===== src/rtl/ham_pkg.sv =====
// Shared Hamming(7,4) definitions: widths, transmitter state encoding and the
// parity function also used by the receive-side syndrome checker. Honours HAM_SECDED_EN.
`timescale 1ns/1ps
package ham_pkg;

    localparam int HAM_DATA_W  = 4;
    localparam int HAM_CW_BASE = 7;

`ifdef HAM_SECDED_EN
    localparam int HAM_CW = HAM_CW_BASE + 1;
`else
    localparam int HAM_CW = HAM_CW_BASE;
`endif

    typedef enum logic [1:0] {
        IDLE  = 2'd0,
        SHIFT = 2'd1,
        GAP   = 2'd2
    } ham_state_t;

    // Returns {c2, c1, c0} for data = {c6, c5, c4, c3}.
    function automatic logic [2:0] ham74_parity(input logic [HAM_DATA_W-1:0] data);
        return {data[3] ^ data[2] ^ data[0],
                data[3] ^ data[1] ^ data[0],
                data[2] ^ data[1] ^ data[0]};
    endfunction

endpackage


===== src/rtl/ham74_enc.sv =====
// Combinational nibble-to-codeword encoder. With HAM_SECDED_EN defined an even
// overall parity bit is appended as the LSB.
`timescale 1ns/1ps
module ham74_enc
    import ham_pkg::*;
(
    input  logic [HAM_DATA_W-1:0] i_data,
    output logic [HAM_CW-1:0]     o_code
);

    logic [HAM_CW_BASE-1:0] w_cw7;

    assign w_cw7 = {i_data, ham74_parity(i_data)};

`ifdef HAM_SECDED_EN
    assign o_code = {w_cw7, ^w_cw7};
`else
    assign o_code = w_cw7;
`endif

endmodule


===== src/rtl/ham_enc_tx.sv =====
// Streaming Hamming encoder and MSB-first serial transmitter with frame markers
// and an optional inter-frame idle gap. Frame width set by HAM_SECDED_EN.
`timescale 1ns/1ps
module ham_enc_tx
    import ham_pkg::*;
#(
    parameter int IDLE_GAP = 0
) (
    input  logic                  clk,
    input  logic                  rst,
    input  logic                  in_valid,
    input  logic [HAM_DATA_W-1:0] in_data,
    output logic                  in_ready,
    input  logic                  tx_en,
    output logic                  ser_data,
    output logic                  ser_valid,
    output logic                  ser_first,
    output logic                  ser_last,
    output logic [HAM_CW-1:0]     code_out,
    output logic                  busy
);

    localparam int                CNT_W    = $clog2(HAM_CW);
    localparam logic [CNT_W-1:0]  LAST_BIT = CNT_W'(HAM_CW - 1);
    localparam bit                NO_GAP   = (IDLE_GAP == 0);
    localparam logic [3:0]        GAP_LAST = (IDLE_GAP > 0) ? 4'(IDLE_GAP - 1) : 4'd0;

    ham_state_t          r_state;
    logic [HAM_CW-1:0]   r_shreg;
    logic [HAM_CW-1:0]   r_code;
    logic [CNT_W-1:0]    r_bit_cnt;
    logic [3:0]          r_gap_cnt;

    logic [HAM_CW-1:0]   w_code;
    logic                w_in_shift;
    logic                w_on_last;
    logic                w_accept;

    ham74_enc u_enc (
        .i_data (in_data),
        .o_code (w_code)
    );

    assign w_in_shift = (r_state == SHIFT);
    assign w_on_last  = w_in_shift && (r_bit_cnt == LAST_BIT);
    assign w_accept   = in_valid && in_ready;

    // Without a gap the next nibble may be taken while the last bit leaves.
    assign in_ready  = !rst && ((r_state == IDLE) || (NO_GAP && w_on_last && tx_en));
    assign ser_valid = w_in_shift && tx_en;
    assign ser_data  = r_shreg[HAM_CW-1];
    assign ser_first = ser_valid && (r_bit_cnt == '0);
    assign ser_last  = ser_valid && (r_bit_cnt == LAST_BIT);
    assign code_out  = r_code;
    assign busy      = (r_state != IDLE);

    always_ff @(posedge clk or posedge rst) begin
        if (rst) begin
            r_state   <= IDLE;
            r_shreg   <= '0;
            r_code    <= '0;
            r_bit_cnt <= '0;
            r_gap_cnt <= '0;
        end else begin
            case (r_state)
                IDLE: begin
                    if (w_accept) begin
                        r_shreg   <= w_code;
                        r_code    <= w_code;
                        r_bit_cnt <= '0;
                        r_state   <= SHIFT;
                    end
                end
                SHIFT: begin
                    if (tx_en) begin
                        if (r_bit_cnt == LAST_BIT) begin
                            if (w_accept) begin
                                r_shreg   <= w_code;
                                r_code    <= w_code;
                                r_bit_cnt <= '0;
                            end else begin
                                r_shreg   <= {r_shreg[HAM_CW-2:0], 1'b0};
                                r_bit_cnt <= '0;
                                r_gap_cnt <= '0;
                                r_state   <= NO_GAP ? IDLE : GAP;
                            end
                        end else begin
                            r_shreg   <= {r_shreg[HAM_CW-2:0], 1'b0};
                            r_bit_cnt <= r_bit_cnt + 1'b1;
                        end
                    end
                end
                GAP: begin
                    if (r_gap_cnt == GAP_LAST) begin
                        r_state <= IDLE;
                    end else begin
                        r_gap_cnt <= r_gap_cnt + 1'b1;
                    end
                end
                default: r_state <= IDLE;
            endcase
        end
    end

endmodule


===== config.mk =====
export PLATFORM = sky130hd
export DESIGN_NAME = ham_enc_tx
export DESIGN_NICKNAME = d
export VERILOG_FILES = /design/src/rtl/ham_pkg.sv /design/src/rtl/ham74_enc.sv /design/src/rtl/ham_enc_tx.sv
export SDC_FILE = /design/constraint.sdc
export NUM_CORES = 1
export LEC_CHECK = 0
export CELL_PAD_IN_SITES_DETAIL_PLACEMENT = 0
export CELL_PAD_IN_SITES_GLOBAL_PLACEMENT = 2
export CORE_MARGIN = 1.5
export CORE_UTILIZATION = 33
export CTS_BUF_LIST = sky130_fd_sc_hd__clkbuf_8
export DETAILED_ROUTE_END_ITERATION = 6
export GPL_TIMING_DRIVEN = 0
export PLACE_DENSITY = 0.91
export SYNTH_ARGS = -nofsm -noshare
export SYNTH_HDL_FRONTEND = slang
export SYNTH_SLANG_ARGS = --single-unit
export TNS_END_PERCENT = 50

===== constraint.sdc =====
create_clock -name clk -period 2 [get_ports clk]
set_input_delay 0.4 -clock clk [delete_from_list [all_inputs] [get_ports clk]]
set_output_delay 0.4 -clock clk [all_outputs]
set_load 0.03 [all_outputs]

==> flow_summary.toml <==
[clock_network]
postCtsHoldBufs = 0
max-clock-path-buffers = 2
cts_tree = "built"
cts_root_buf = "clkbuf_8"
cts.clk_slew.worst_paths_ns = 0.06
cts_buffers = 3
clk-insertion-delay-late_ns = 0.25
cts.sinks = 18
htreeDepth = 1

[setup_path]
critical_path.endpoint_type = "output pin"
worstSetupPathType = "in -> out"
reg2reg_depth = 5
reg2reg_from = "r_bit_cnt[0]$_DFFE_PP0P_"
reg2reg_slack_ns = 0.30
worstReg2RegEnd = "code_out[3]$_DFFE_PP0P_"
worst-endpoint-required_ns = 1.60
arrival_ns = 1.53
worstPathMaxFanout = 12
critPathLaunchType = "primary input"

[worst_hold_path]
hp-class = "reg -> reg"
hold_end = "code_out[6]$_DFFE_PP0P_"
hold_start = "code_out[6]$_DFFE_PP0P_"
holdPathStages = 1

[routing]
drc = 0
avgViaCountPerCell = 5.06
drt_iter0_drc = 13
wire_per_inst_um = 13.6
first_pass_iters = 4
ant_nets = 0
vias = 648
routed_wl_mm = 1.74

[sta]
min_period_ns = 1.93
slew_viol_final = 0
fmax_ghz = 0.518
worstMarginPinSlew_ns = 0.656
slew_headroom_pct = 56.2
finalCritPeriodShare_pct = 96.6
clock_skew_ns = 0.00385
setup_viol = 0
setup_tns_ns = 0
grt_setup_unrepaired = "no"
hold_viol = 0

[yosys]
synth_warnings = 0
synth-seq-area-share_pct = 50.3
synthCells = 74
synth_fp_nets = 82
syn-cell-area_um2 = 895
postSynthAreaPerCell_um2 = 12.1
ys_ff_latch = 18
yosysUniqueCellTypes = 31

[finish]
utilization_pct = 47.9
multi_input_area_um2 = 412
final_cell_mix = "dfrtp_1, clkdlybuf4s50_1, inv_1"
final_common_cell = "dfrtp_1"
seq_area_um2 = 450
drive_gt1_share_pct = 28.6
area_growth_pct = 35.0
finalNonFillerCells = 128
fin_nets = 107
fillers = 244
num_antenna_cells = 0

[floorplanning]
start_util_pct = 35.5
die_w_um = 55.1
core-area_mm2 = 0.00252
boundaryPins = 21
die_y_um = 55.1
die_area_mm2 = 0.00303
rows = 18

[placement]
dp_hpwl_mm = 1.25
place_inst = 124
io_buffers = 20
place.gp.congestion = 0.754

[power]
p_leak_nw = 0.535
powerDensity_mw_per_mm2 = 1420
irDropWorstVdd_v = 0.000742

[grt]
antenna_found_initial = 0
gr-total-overflow = 0
grt_pass1_vias = 656
track_usage_pct = 14.2
grt_first_pass_wirelength_mm = 3.04
grt_max_degree = 19

[outcome]
status = "finished, final reports clean"

[job]
cap_violations = 0
==> registers in the layout (all words and copies together) (netlist names) <==
signal	cells
code_out	7
r_shreg	7
r_bit_cnt	3
r_state	1
==> metrics by stage <==
stage | power, mW | hold slack (ns) | worst slack [ns] | instance area, µm²
after floorplan | 1.15 | 0.339 | 0.107 | 901
final | 1.72 | 0.507 | 0.0680 | 1210
after detailed placement | 1.44 | 0.498 | -0.558 | 1140
after global placement | 1.42 | 0.491 | -0.541 | 1140
after CTS | 1.73 | 0.514 | -0.0188 | 1200
after global routing | 1.83 | 0.529 | 0.00969 | 1210
==> critical path, stage by stage <==
cell             delay (ns)
clkdlybuf4s50_1        0.57
nand2_4                0.13
inv_1                  0.07
clkdlybuf4s15_1        0.36
==> repair_timing <==
| item | in CTS | in global routing |
|---|---|---|
| setup endpoints to repair | 4 | 5 |
| gates cloned | 0 | 0 |
| setup buffers | 1 | 0 |
| gates resized for setup | 12 | 8 |
| pin swaps | 1 | 0 |
==> worst max path at each step <==
stage | startpoint | endpoint | slack, ns | depth (start not counted)
floorplan | r_state[0]$_DFFE_PP0P_ | ser_first | 0.11 | 4
global placement | tx_en | ser_first | -0.54 | 5
detailed placement | tx_en | ser_first | -0.56 | 5
CTS | tx_en | ser_first | -0.02 | 4
global route | tx_en | in_ready | 0.01 | 4
finish | tx_en | ser_valid | 0.07 | 4
==> power breakdown <==
group	internal [mW]	switching (mW)	leakage (nW)
clock	0.175	0.113	0.0288
combinational	0.386	0.422	0.285
sequential	0.521	0.102	0.222
==> per-layer routing <==
metal | routed length (µm) | global-route usage [%] | vias up
li1 | - | - | 320
met1 | 826 | 19.5 | 306
met2 | 812 | 22.0 | 18
met3 | 63 | 3.23 | 4
met4 | 33 | 4.88 | 0
met5 | 0 | 0 | -
==> kinds of logic after synthesis <==
family	count (synthesis)	synth area share (%)
compound gates	15	14.7
xor+xnor	5	6.43
buf+inv	11	6.01
flops	18	50.3
mux	9	10.9
simple gates	16	11.6
==> synth_stat cells <==
master / number / share of area [%]
nand4b_1: 1 / 0.98
a21oi_1: 2 / 1.1
inv_1: 7 / 2.9
mux2_2: 6 / 7.6
buf_2: 1 / 0.56
buf_6: 1 / 1.3
nand2_1: 3 / 1.3
o21ba_2: 1 / 1.1
mux2i_1: 3 / 3.4
xnor2_1: 3 / 2.9
nand2b_1: 1 / 0.70
clkbuf_1: 1 / 0.42
a221o_1: 5 / 5.6
nand3b_1: 1 / 0.84
nor2_1: 2 / 0.84
a22o_2: 1 / 1.1
buf_4: 1 / 0.84
a32o_1: 1 / 1.1
xor2_1: 1 / 0.98
a211oi_1: 1 / 0.84
a222oi_1: 1 / 1.1
nor4_1: 1 / 0.70
o21bai_1: 1 / 0.84
and2_4: 1 / 0.98
o211ai_1: 1 / 0.84
a21oi_2: 1 / 0.98
and3_2: 4 / 3.4
dfrtp_1: 18 / 50
nand4_1: 1 / 0.70
xnor3_1: 1 / 2.5
or3b_4: 1 / 1.3
==> final cells by class <==
type	count	share of cell area, %
Sequential cell	18	37.3
Inverter	7	2.18
Buffer	3	2.28
Tap cell	30	3.11
Clock buffer	4	4.56
Multi-Input combinational cell	45	34.1
Timing Repair Buffer	21	16.5
Note: power is estimated with default switching activity, not from simulation.
==> RTL edit, RTL diff (config.mk and constraints unchanged) <==
Re-encode `ham_state_t` (3 states) as one-hot, 3 bits wide.
--- a/src/rtl/ham_pkg.sv
+++ b/src/rtl/ham_pkg.sv
@@ -12,10 +12,10 @@
     localparam int HAM_CW = HAM_CW_BASE;
 `endif
 
-    typedef enum logic [1:0] {
-        IDLE  = 2'd0,
-        SHIFT = 2'd1,
-        GAP   = 2'd2
+    typedef enum logic [2:0] {
+        IDLE  = 3'b001,
+        SHIFT = 3'b010,
+        GAP   = 3'b100
     } ham_state_t;
 
     // Returns {c2, c1, c0} for data = {c6, c5, c4, c3}.
Formal check against the unedited RTL: no difference found for any inputs over 10 cycles, from zero or initial values and one cycle with rst high; not proved beyond that.
==> RTL edit against the original RTL <==
  * Cell area is 4.7% higher
  * Worst hold slack worse by 21 ps
  * Wire length is 14% higher
  * First-iteration DRC count is 62% lower
  * Synthesized area is 7.8% higher
  * Total power is 22% lower
  * Setup slack better by 140 ps
  * Sequential cell count is 1 higher
  * Largest power group is now sequential cells
  * Highest routed layer unchanged
==> RTL edit: results (changes against the original RTL) <==
power:
  power_frac_comb_pct: 38.8  # -8.2 points
  powerClk_uw: 258  # -10%
  p_sw_share_pct: 34.7  # -2.4 points
  ir_worst_vdd_mv: 0.642  # -13%
cells_and_area:
  multi_input_area_share_pct: 37.5  # +3.4 points
  nClkBuffers: 3  # -1
  buf_share_pct: 16.9  # -1.8 points
  nets: 123  # +15%
  buffers: 22  # -8.3%
  fill_cells: 280  # +15%
  fin_cells: 145  # +13%
  regArea_um2: 477  # +5.8%
  post_route_cells_drive_above_1_share_pct: 24.6  # -4.0 points
  clock_area_share_pct: 3.56  # -1.0 points
hold_path:
  min_from: "code_out[0]"
  holdPathEnd: "code_out[0]"
synth:
  synth-xor-area-share_pct: 4.54  # -1.9 points
  synth_compound_area_share_pct: 19.5  # +4.8 points
  synth_nets: 97  # +18%
  avgSynthCellArea_um2: 10.8  # -10%
  synth.yosys.seq_area_share_pct: 49.4  # -0.93 points
  synth.distinct_cells: 33  # +6.5%
place:
  place_congestion: 0.694  # -8.0%
  place_inst: 140  # +13%
setup_path:
  cp.arrival_ps: 1390  # -140 ps
  r2r_setup_slack_ps: 390  # +90 ps
  r2r_end: "code_out[5]"
  crit_path_start: "r_state[0]"
  timing.critical_path.to: "busy"
global_routing:
  grt_max_degree: 20  # +1
  grt_pass1_wl_mm: 3.51  # +15%
  grt_pass1_vias: 778  # +19%
route:
  routed_wl_mm: 1.98  # +14%
  vias: 732  # +13%
  drt_iter0_drc: 5  # -8
timing:
  setup_slack_ps: 210  # +142 ps
  slew_headroom_pct: 51.4  # -4.9 points
  hold_slack_ps: 485  # -21.3 ps
  clock_skew_ps: 1.57  # -2.28 ps
status:
  status: "completed"
## RTL edit: repair_timing
item | CTS | global route
gates resized for setup | 20 | 5
endpoints found under the setup margin | 5 | 3
pin swaps | 0 | 1
buffers inserted | 0 | 1
## RTL edit: critical path, stage by stage, from the launching register on
cell	delay (ps)
dfstp_2	530
nor2b_4	180
inv_2	70
dlygate4sd2_1	350
## RTL edit: routing by layer
| layer | share of wire [%] | global-route usage [%] |
|---|---|---|
| met5 | 0 | 0 |
| met4 | 1.4 | 4.98 |
| met3 | 5.8 | 3.17 |
| met2 | 46 | 22.0 |
| met1 | 47 | 17.4 |
## RTL edit: per-stage QoR
step                setup TNS [ps]  instance area [um2]  utilization [%]
floorplan                        0                  965                -
global placement             -1650                 1200             43.6
detailed placement           -1730                 1200             43.6
CTS                          -13.0                 1240             45.1
global route                     0                 1260             45.8
finish                           0                 1260             45.8
